**src/rtl/wb_write_arbiter.sv**
```systemverilog
// Register-file write-port arbiter: the pipeline WB stage always wins, multicycle
// results wait in a small FIFO and drain into idle write-port cycles.
module wb_write_arbiter #(
  parameter int DEPTH = 4,
  parameter int AW    = 2
) (
  input  logic          clk,
  input  logic          resetn,
  input  logic          wb_we,
  input  logic [4:0]    wb_wn,
  input  logic [31:0]   wb_d,
  input  logic          mc_valid,
  output logic          mc_ready,
  input  logic [4:0]    mc_wn,
  input  logic [31:0]   mc_d,
  output logic          rf_we,
  output logic [4:0]    rf_wn,
  output logic [31:0]   rf_d,
  output logic [31:0]   pend_mask,
  output logic [AW:0]   mc_count,
  output logic          waw_err
);

  localparam logic [AW:0] FULL_CNT = (AW+1)'(DEPTH);

  logic [4:0]       wn_q [DEPTH];
  logic [31:0]      d_q  [DEPTH];
  logic [DEPTH-1:0] vld_q;
  logic [AW-1:0]    rd_ptr;
  logic [AW-1:0]    wr_ptr;
  logic [AW:0]      count;
  logic             waw_q;
  logic             wb_act;
  logic             push;
  logic             pop;
  logic [31:0]      pend;

  assign wb_act   = wb_we & (wb_wn != 5'd0);
  // Ready depends only on registered occupancy, never on a same-cycle pop.
  assign mc_ready = (count != FULL_CNT);
  // Results aimed at r0 complete the handshake but are never queued.
  assign push     = mc_valid & mc_ready & (mc_wn != 5'd0);
  assign pop      = ~wb_act & (count != '0);

  always_ff @(posedge clk or negedge resetn) begin
    if (!resetn) begin
      rd_ptr <= '0;
      wr_ptr <= '0;
      count  <= '0;
      vld_q  <= '0;
      waw_q  <= 1'b0;
    end else begin
      if (push) begin
        wr_ptr         <= wr_ptr + AW'(1);
        vld_q[wr_ptr]  <= 1'b1;
      end
      if (pop) begin
        rd_ptr         <= rd_ptr + AW'(1);
        vld_q[rd_ptr]  <= 1'b0;
      end
      case ({push, pop})
        2'b10:   count <= count + (AW+1)'(1);
        2'b01:   count <= count - (AW+1)'(1);
        default: count <= count;
      endcase
      if (wb_act && pend[wb_wn])
        waw_q <= 1'b1;
    end
  end

  // Queue payload carries no reset; only entries flagged in vld_q are observed.
  always_ff @(posedge clk) begin
    if (push) begin
      wn_q[wr_ptr] <= mc_wn;
      d_q[wr_ptr]  <= mc_d;
    end
  end

  always_comb begin
    pend = '0;
    for (int i = 0; i < DEPTH; i++) begin
      if (vld_q[i])
        pend[wn_q[i]] = 1'b1;
    end
    pend[0] = 1'b0;
  end

  always_comb begin
    rf_we = 1'b0;
    rf_wn = 5'd0;
    rf_d  = 32'd0;
    if (wb_act) begin
      rf_we = 1'b1;
      rf_wn = wb_wn;
      rf_d  = wb_d;
    end else if (count != '0) begin
      rf_we = 1'b1;
      rf_wn = wn_q[rd_ptr];
      rf_d  = d_q[rd_ptr];
    end
  end

  assign pend_mask = pend;
  assign mc_count  = count;
  assign waw_err   = waw_q;

endmodule

```
**config.mk**
```make
export PLATFORM = sky130hd
export DESIGN_NAME = wb_write_arbiter
export DESIGN_NICKNAME = d
export VERILOG_FILES = /design/src/rtl/wb_write_arbiter.sv
export SDC_FILE = /design/constraint.sdc
export NUM_CORES = 1
export LEC_CHECK = 0
export CAP_MARGIN = 20
export CORE_UTILIZATION = 45
export CTS_BUF_LIST = sky130_fd_sc_hd__clkbuf_4
export DETAILED_ROUTE_END_ITERATION = 16
export PLACE_DENSITY_LB_ADDON = 0.25
export SLEW_MARGIN = 25
export SYNTH_ARGS = -nofsm -noshare
export SYNTH_HDL_FRONTEND = slang
export SYNTH_SLANG_ARGS = --single-unit
export TNS_END_PERCENT = 20
```
**constraint.sdc**
```tcl
create_clock -name clk -period 3.9 [get_ports clk]
set_input_delay 0.78 -clock clk [delete_from_list [all_inputs] [get_ports clk]]
set_output_delay 0.78 -clock clk [all_outputs]
set_load 0.01 [all_outputs]
```
==> results of run 1 <==
final cells by class:
cell class	count	share of cell area
clock buffer	18	0.01348
tap	220	0.02746
timing repair buffer	167	0.1703
inverter	9	0.003370
sequential	160	0.4736
multi-input combinational	314	0.2912
clock inverter	14	0.02035
antenna	1	0.0002497
Yosys cell counts, types with 4 or more instances:
cell / number
o22ai_1: 20
buf_2: 12
or2_2: 4
edfxtp_1: 148
dfrtp_1: 12
o221ai_1: 9
nor2b_1: 4
a211o_1: 4
a2bb2oi_1: 4
ha_1: 9
nor2_1: 25
inv_1: 9
a22oi_1: 7
or3_1: 7
o22a_1: 10
o21ai_0: 4
nor3b_1: 6
nand3_1: 9
nand3b_1: 9
nand2b_1: 9
nand2_1: 16
clkbuf_1: 18
nor4_1: 4
and2_1: 5
mux4_2: 40
nor3_1: 6
or3b_1: 6
nand4b_1: 7
a22o_1: 37
layout by cell type, fill, tap and decap left out, types with 6 or more instances in the layout:
cell             count
nand3_1              9
nand2_1             16
dfrtp_1             10
clkdlybuf4s50_1    151
nand2b_1             9
mux4_2              40
or3_1                7
buf_4               10
a22o_1              37
o221ai_1             9
nand4b_1             7
a22oi_1              7
edfxtp_1           148
nor3_1               6
ha_1                 9
buf_12               6
o22ai_1             20
clkbuf_4            18
nand3b_1             9
nor2_1              24
inv_1                9
o22a_1              10
nor3b_1              6
or3b_1               6
worst reg2reg max path: stages (launching register included):
cell,delay (ns)
edfxtp_1,0.72
or3b_1,0.49
o22a_1,0.24
nor3b_1,0.14
o21ai_0,0.21
o311ai_1,0.13
a2111oi_0,0.40
a211o_1,0.19
cells by family (layout without fill, tap and decap cells):
group	after synthesis	in the layout	synth area share
AO/OA/AOI/OAI	112	112	0.1132
XOR/XNOR	5	5	0.005572
AND/OR/NAND/NOR	142	142	0.1135
buffers and inverters	46	208	0.02674
flip-flops	160	160	0.6036
adder cells (fa/ha/maj)	10	10	0.01687
other	1	2	0.0004771
multiplexers	44	44	0.1200
sequential cells by signal, summed over array words and instances (netlist names):
signal and count:
d_q 128, mc_count 3, rd_ptr 2, vld_q 4, waw_err 1, wn_q 20, wr_ptr 2
worst paths after layout:
check | end | slack (ns)
hold / removal | waw_err$_DFFE_PN0P_ | 0.50
hold reg to reg | waw_err$_DFFE_PN0P_ | 0.50
setup reg to reg | waw_err$_DFFE_PN0P_ | 1.34
max in group asynchronous | rd_ptr[0]$_DFFE_PN0P_ | 2.82
setup / recovery | rf_d[21] | 0.18
min in group asynchronous | waw_err$_DFFE_PN0P_ | 0.60
layer usage:
metal	up-vias	track usage	wire length, µm
met5	-	0	0
li1	2462	-	-
met2	263	0.3990	10080
met1	2751	0.3036	8497
met4	0	0.08926	546
met3	48	0.05140	1332
report_power, final:
part	internal, mW	switching (mW)
logic	1.22	1.10
clock network	0.529	0.599
registers	2.26	0.289
through the flow:
stage / util / instance area, µm² / setup WS, ns / instances / power [mW]
2_1_floorplan: - / 7860 / 0.6122 / 520 / 3.864
3_3_place_gp: 0.5757 / 9682 / 0.2305 / 870 / 4.870
3_5_place_dp: 0.5757 / 9682 / 0.1721 / 870 / 4.926
4_1_cts: 0.5958 / 10020 / 0.1600 / 902 / 6.057
5_1_grt: 0.5960 / 10020 / 0.08938 / 903 / 6.302
6_report: 0.5960 / 10020 / 0.1756 / 903 / 6.002
==> results.json, run 1 <==
{
  "gp_congestion": 0.9444,
  "synth_area_um2": 7860,
  "min_path_cells": 1,
  "clk_latency_ns": 0.57,
  "synth_flop_cell": "edfxtp_1",
  "async_flop_share": 0.07500,
  "core-area_um2": 16820,
  "numCtsBuffers": 17,
  "drv_cap": 0,
  "synth_top_cell_area_share": 0.5654,
  "min_period_ns": 3.724,
  "crit_start": "wb_wn[1]",
  "r2r_cells": 7,
  "start_util": 0.4673,
  "grt_first_pass_wirelength_mm": 31.88,
  "port_buffers": 151,
  "drt-total-wl_mm": 20.45,
  "seq_area_um2": 4747,
  "syn_avg_cell_area_um2": 15.12,
  "syn_to_final_growth_pct": 27.52,
  "seq_area_frac_synth": 0.6036,
  "path_common_cell": "clkdlybuf4s50_1",
  "fmax_mhz": 268.5,
  "overflow": 0,
  "dp_hpwl_mm": 14.67,
  "fin_nets": 757,
  "path_max_fanout": 34,
  "irDropWorstVdd_v": 0.0003064,
  "ys_warn_count": 0,
  "clockBufferDepth": 2,
  "hold_ws_ns": 0.5048,
  "critPathBufInv": 3,
  "postCtsSetupRepairBufs": 0,
  "finalCritPeriodShare": 0.9550,
  "cpMaxStageDelayCell": "clkdlybuf4s50_1",
  "multi_input_area_um2": 2919,
  "postSynthCellCount": 520,
  "critPathLaunchType": "input port",
  "io_pins": 153,
  "cts.repair.resized": 0,
  "htree_levels": 4,
  "path_cells": "clkdlybuf4s50_1, or2_1, o41a_2, buf_4, a22o_1, clkdlybuf4s50_1",
  "synth_top_area_cell": "edfxtp_1",
  "die_width_um": 134.2,
  "hp-start": "waw_err$_DFFE_PN0P_",
  "synthDistinctLibCells": 60,
  "cts_hold_buffers": 0,
  "final-hold-violation-count": 0,
  "drt-initial-drc-count": 524,
  "row_count": 47,
  "grt_max_degree": 35,
  "drt_first_pass_iters": 5,
  "setup_viol": 0,
  "via_count": 5524,
  "cp.depth": 6,
  "fp.dieArea_um2": 18000,
  "wl_per_cell_um": 22.65,
  "fin_skew_ns": 0.02152,
  "clk_pin_slew_ns": 0.15,
  "slew_headroom": 0.4088,
  "antenna_found_initial": 1,
  "grt_pass1_vias": 5604,
  "power.leakage_nw": 3.397,
  "min_path_type": "flop to flop",
  "tightest_slew_ns": 0.8744,
  "cts_tree": "yes",
  "antenna_left": 0,
  "synth-seq-cells": 160,
  "grt.total_usage": 0.2378,
  "timing.setup.tns_ns": 0,
  "vias_per_cell": 6.117,
  "cp_top_family": "buffers and inverters",
  "fillers": 1292,
  "synth_edf_count": 148,
  "critPathMaxStageDelay_ns": 0.48,
  "path_class": "input port to primary output",
  "synth_fp_nets": 608,
  "drive_gt1_frac": 0.1540,
  "crit_required_ns": 3.12,
  "endpoint_kind": "primary output",
  "die_y_um": 134.2,
  "cts_root_buf": "clkbuf_4",
  "clock-sinks": 160,
  "status": "completed",
  "post-route-drc-count": 0,
  "power_density_nw_per_um2": 598.8,
  "cp_data_arrival_time_ns": 2.94,
  "synth_area_leaders": "edfxtp_1 57%, mux4_2 11%, a22o_1 4.1%",
  "timing.rr.start": "wn_q[3][3]$_DFFE_PP_",
  "rsz0062_at_grt": "false",
  "finalMaxSlewViolations": 0
}
No activity file was read; power rests on OpenSTA's default activity.
==> run 2, diff against run 1 <==
- CORE_MARGIN: default -> 8
- CORE_UTILIZATION: 45 -> 50
==> results.json, run 2 (synthesis results as in run 1) <==
{
  "status": "completed",
  "top_register": "d_q",
  "place_ws_ns": 0.1141,
  "drt_first_pass_iters": 5,
  "fin_cells": 902,
  "path_class": "input port to primary output",
  "finalCritPeriodShare": 0.9691,
  "vias_per_cell": 6.156,
  "timing.rr.start": "wn_q[3][3]$_DFFE_PP_",
  "rsz0062_at_grt": "false",
  "hold_end": "waw_err$_DFFE_PN0P_",
  "critPathLaunchType": "input port",
  "power.leakage_nw": 3.382,
  "r2r_cells": 7,
  "comb_power_share": 0.406,
  "timing.setup.tns_ns": 0,
  "power_mw": 5.809,
  "die_y_um": 141.4,
  "final-hold-violation-count": 0,
  "final_common_cell": "clkdlybuf4s50_1",
  "post-route-drc-count": 0,
  "swShare": 0.3452,
  "cp_data_arrival_time_ns": 3.00,
  "clockBufferDepth": 2,
  "start_util": 0.5039,
  "min_path_cells": 1,
  "drt-initial-drc-count": 517,
  "drv_cap": 0,
  "fin_nets": 760,
  "drt-total-wl_mm": 21.41,
  "die_width_um": 141.4,
  "port_buffers": 151,
  "irDropWorstVdd_v": 0.0003736,
  "grt_max_degree": 37,
  "path_max_fanout": 36,
  "slew_headroom": 0.4674,
  "p_seq_frac": 0.429,
  "core-area_um2": 15600,
  "row_count": 46,
  "overflow": 0,
  "power_density_nw_per_um2": 583.4,
  "hp-start": "waw_err$_DFFE_PN0P_",
  "fp.dieArea_um2": 19990,
  "internal_power_mw": 3.803,
  "clk_pin_slew_ns": 0.12,
  "antenna_found_initial": 1,
  "via_count": 5553,
  "syn_to_final_growth_pct": 26.68,
  "grt_first_pass_wirelength_mm": 32.89,
  "endpoint_kind": "primary output",
  "min_period_ns": 3.779,
  "clock-sinks": 160,
  "grt_pass1_vias": 5744,
  "top_regs": "d_q: 128 flops, wn_q: 20 flops, vld_q: 4 flops",
  "min_path_type": "flop to flop",
  "placed_cells": 869,
  "postCtsSetupRepairBufs": 0,
  "cts.repair.resized": 0,
  "fmax_mhz": 264.6,
  "largest_reg_flops": 128,
  "grt.total_usage": 0.2159,
  "r2r_slack_ns": 1.32,
  "p_switching_mw": 2.005,
  "setup_viol": 0,
  "cts_tree": "yes",
  "antenna_left": 0,
  "cts_hold_buffers": 0,
  "numCtsBuffers": 17,
  "gp_congestion": 0.9302,
  "setup_slack_ns": 0.1207,
  "clkPwrFrac": 0.164,
  "layout_common_cells": "151 x clkdlybuf4s50_1, 148 x edfxtp_1, 40 x mux4_2, 37 x a22o_1, 24 x nor2_1",
  "wl_per_cell_um": 23.73,
  "crit_required_ns": 3.12,
  "dp_hpwl_mm": 15.44,
  "io_pins": 153,
  "tightest_slew_ns": 0.7878,
  "drive_gt1_frac": 0.1577,
  "htree_levels": 4,
  "fin_skew_ns": 0.01804,
  "finalMaxSlewViolations": 0,
  "clk_latency_ns": 0.53,
  "r2r_end": "waw_err$_DFFE_PN0P_",
  "cts_root_buf": "clkbuf_4"
}
run 2: cell types whose count changed in the layout (fill, tap and decap cells not counted), moves of 2 or more:
cell	change
buf_12	-2
bufinv_16	-3
clkinv_2	+2
buf_4	+5
run 2: critical path: stages:
cell             delay, ns
clkdlybuf4s50_1       0.42
or2_1                 0.25
o41a_2                0.44
nor2_4                0.14
buf_12                0.22
a22o_1                0.17
clkdlybuf4s50_1       0.56
run 2: final cells by class:
class	count	area, µm²
diodes	1	2.502
clock buffers	17	127.6
clock inverters	15	152.6
fillers	1156	5640
inverters	9	33.78
multi-input cells	314	2919
flip-flops and latches	160	4747
well taps	216	270.3
repair buffers	170	1704
run 2: how the worst max path moves through the flow:
| stage | startpoint | endpoint | slack (ns) | cells after the start |
|---|---|---|---|---|
| 6_report | wb_wn[1] | rf_d[25] | 0.12 | 7 |
| 5_1_grt | wb_wn[1] | rf_d[18] | 0.05 | 7 |
| 4_1_cts | wb_wn[1] | rf_d[25] | 0.11 | 7 |
| 3_5_place_dp | wb_wn[1] | rf_d[13] | 0.11 | 7 |
| 3_3_place_gp | wb_wn[1] | rf_d[3] | 0.20 | 7 |
| 2_1_floorplan | wb_wn[3] | mc_count[2]$_DFFE_PN0P_ | 0.61 | 12 |
run 2: through the flow:
stage,util,hold WS [ns],area (µm²)
2_1_floorplan,-,0.4844,7860
3_3_place_gp,0.6202,0.4779,9674
3_5_place_dp,0.6202,0.4889,9674
4_1_cts,0.6382,0.5123,9955
5_1_grt,0.6384,0.5250,9957
6_report,0.6384,0.5133,9957
run 2: per-layer routing:
layer | GRT usage | vias to the layer above | share of wire
met1 | 0.2553 | 2778 | 0.40
met5 | 0 | - | 0
met2 | 0.3647 | 263 | 0.50
met4 | 0.1068 | 0 | 0.030
li1 | - | 2470 | -
met3 | 0.05141 | 42 | 0.069
run 2: power groups by stage:
stage	clock [mW]	combinational, mW	sequential (mW)
3_3_place_gp	0	2.36	2.51
5_1_grt	1.04	2.53	2.53
6_report	0.953	2.36	2.49
2_1_floorplan	0	1.45	2.42
4_1_cts	0.984	2.39	2.49
3_5_place_dp	0	2.37	2.53
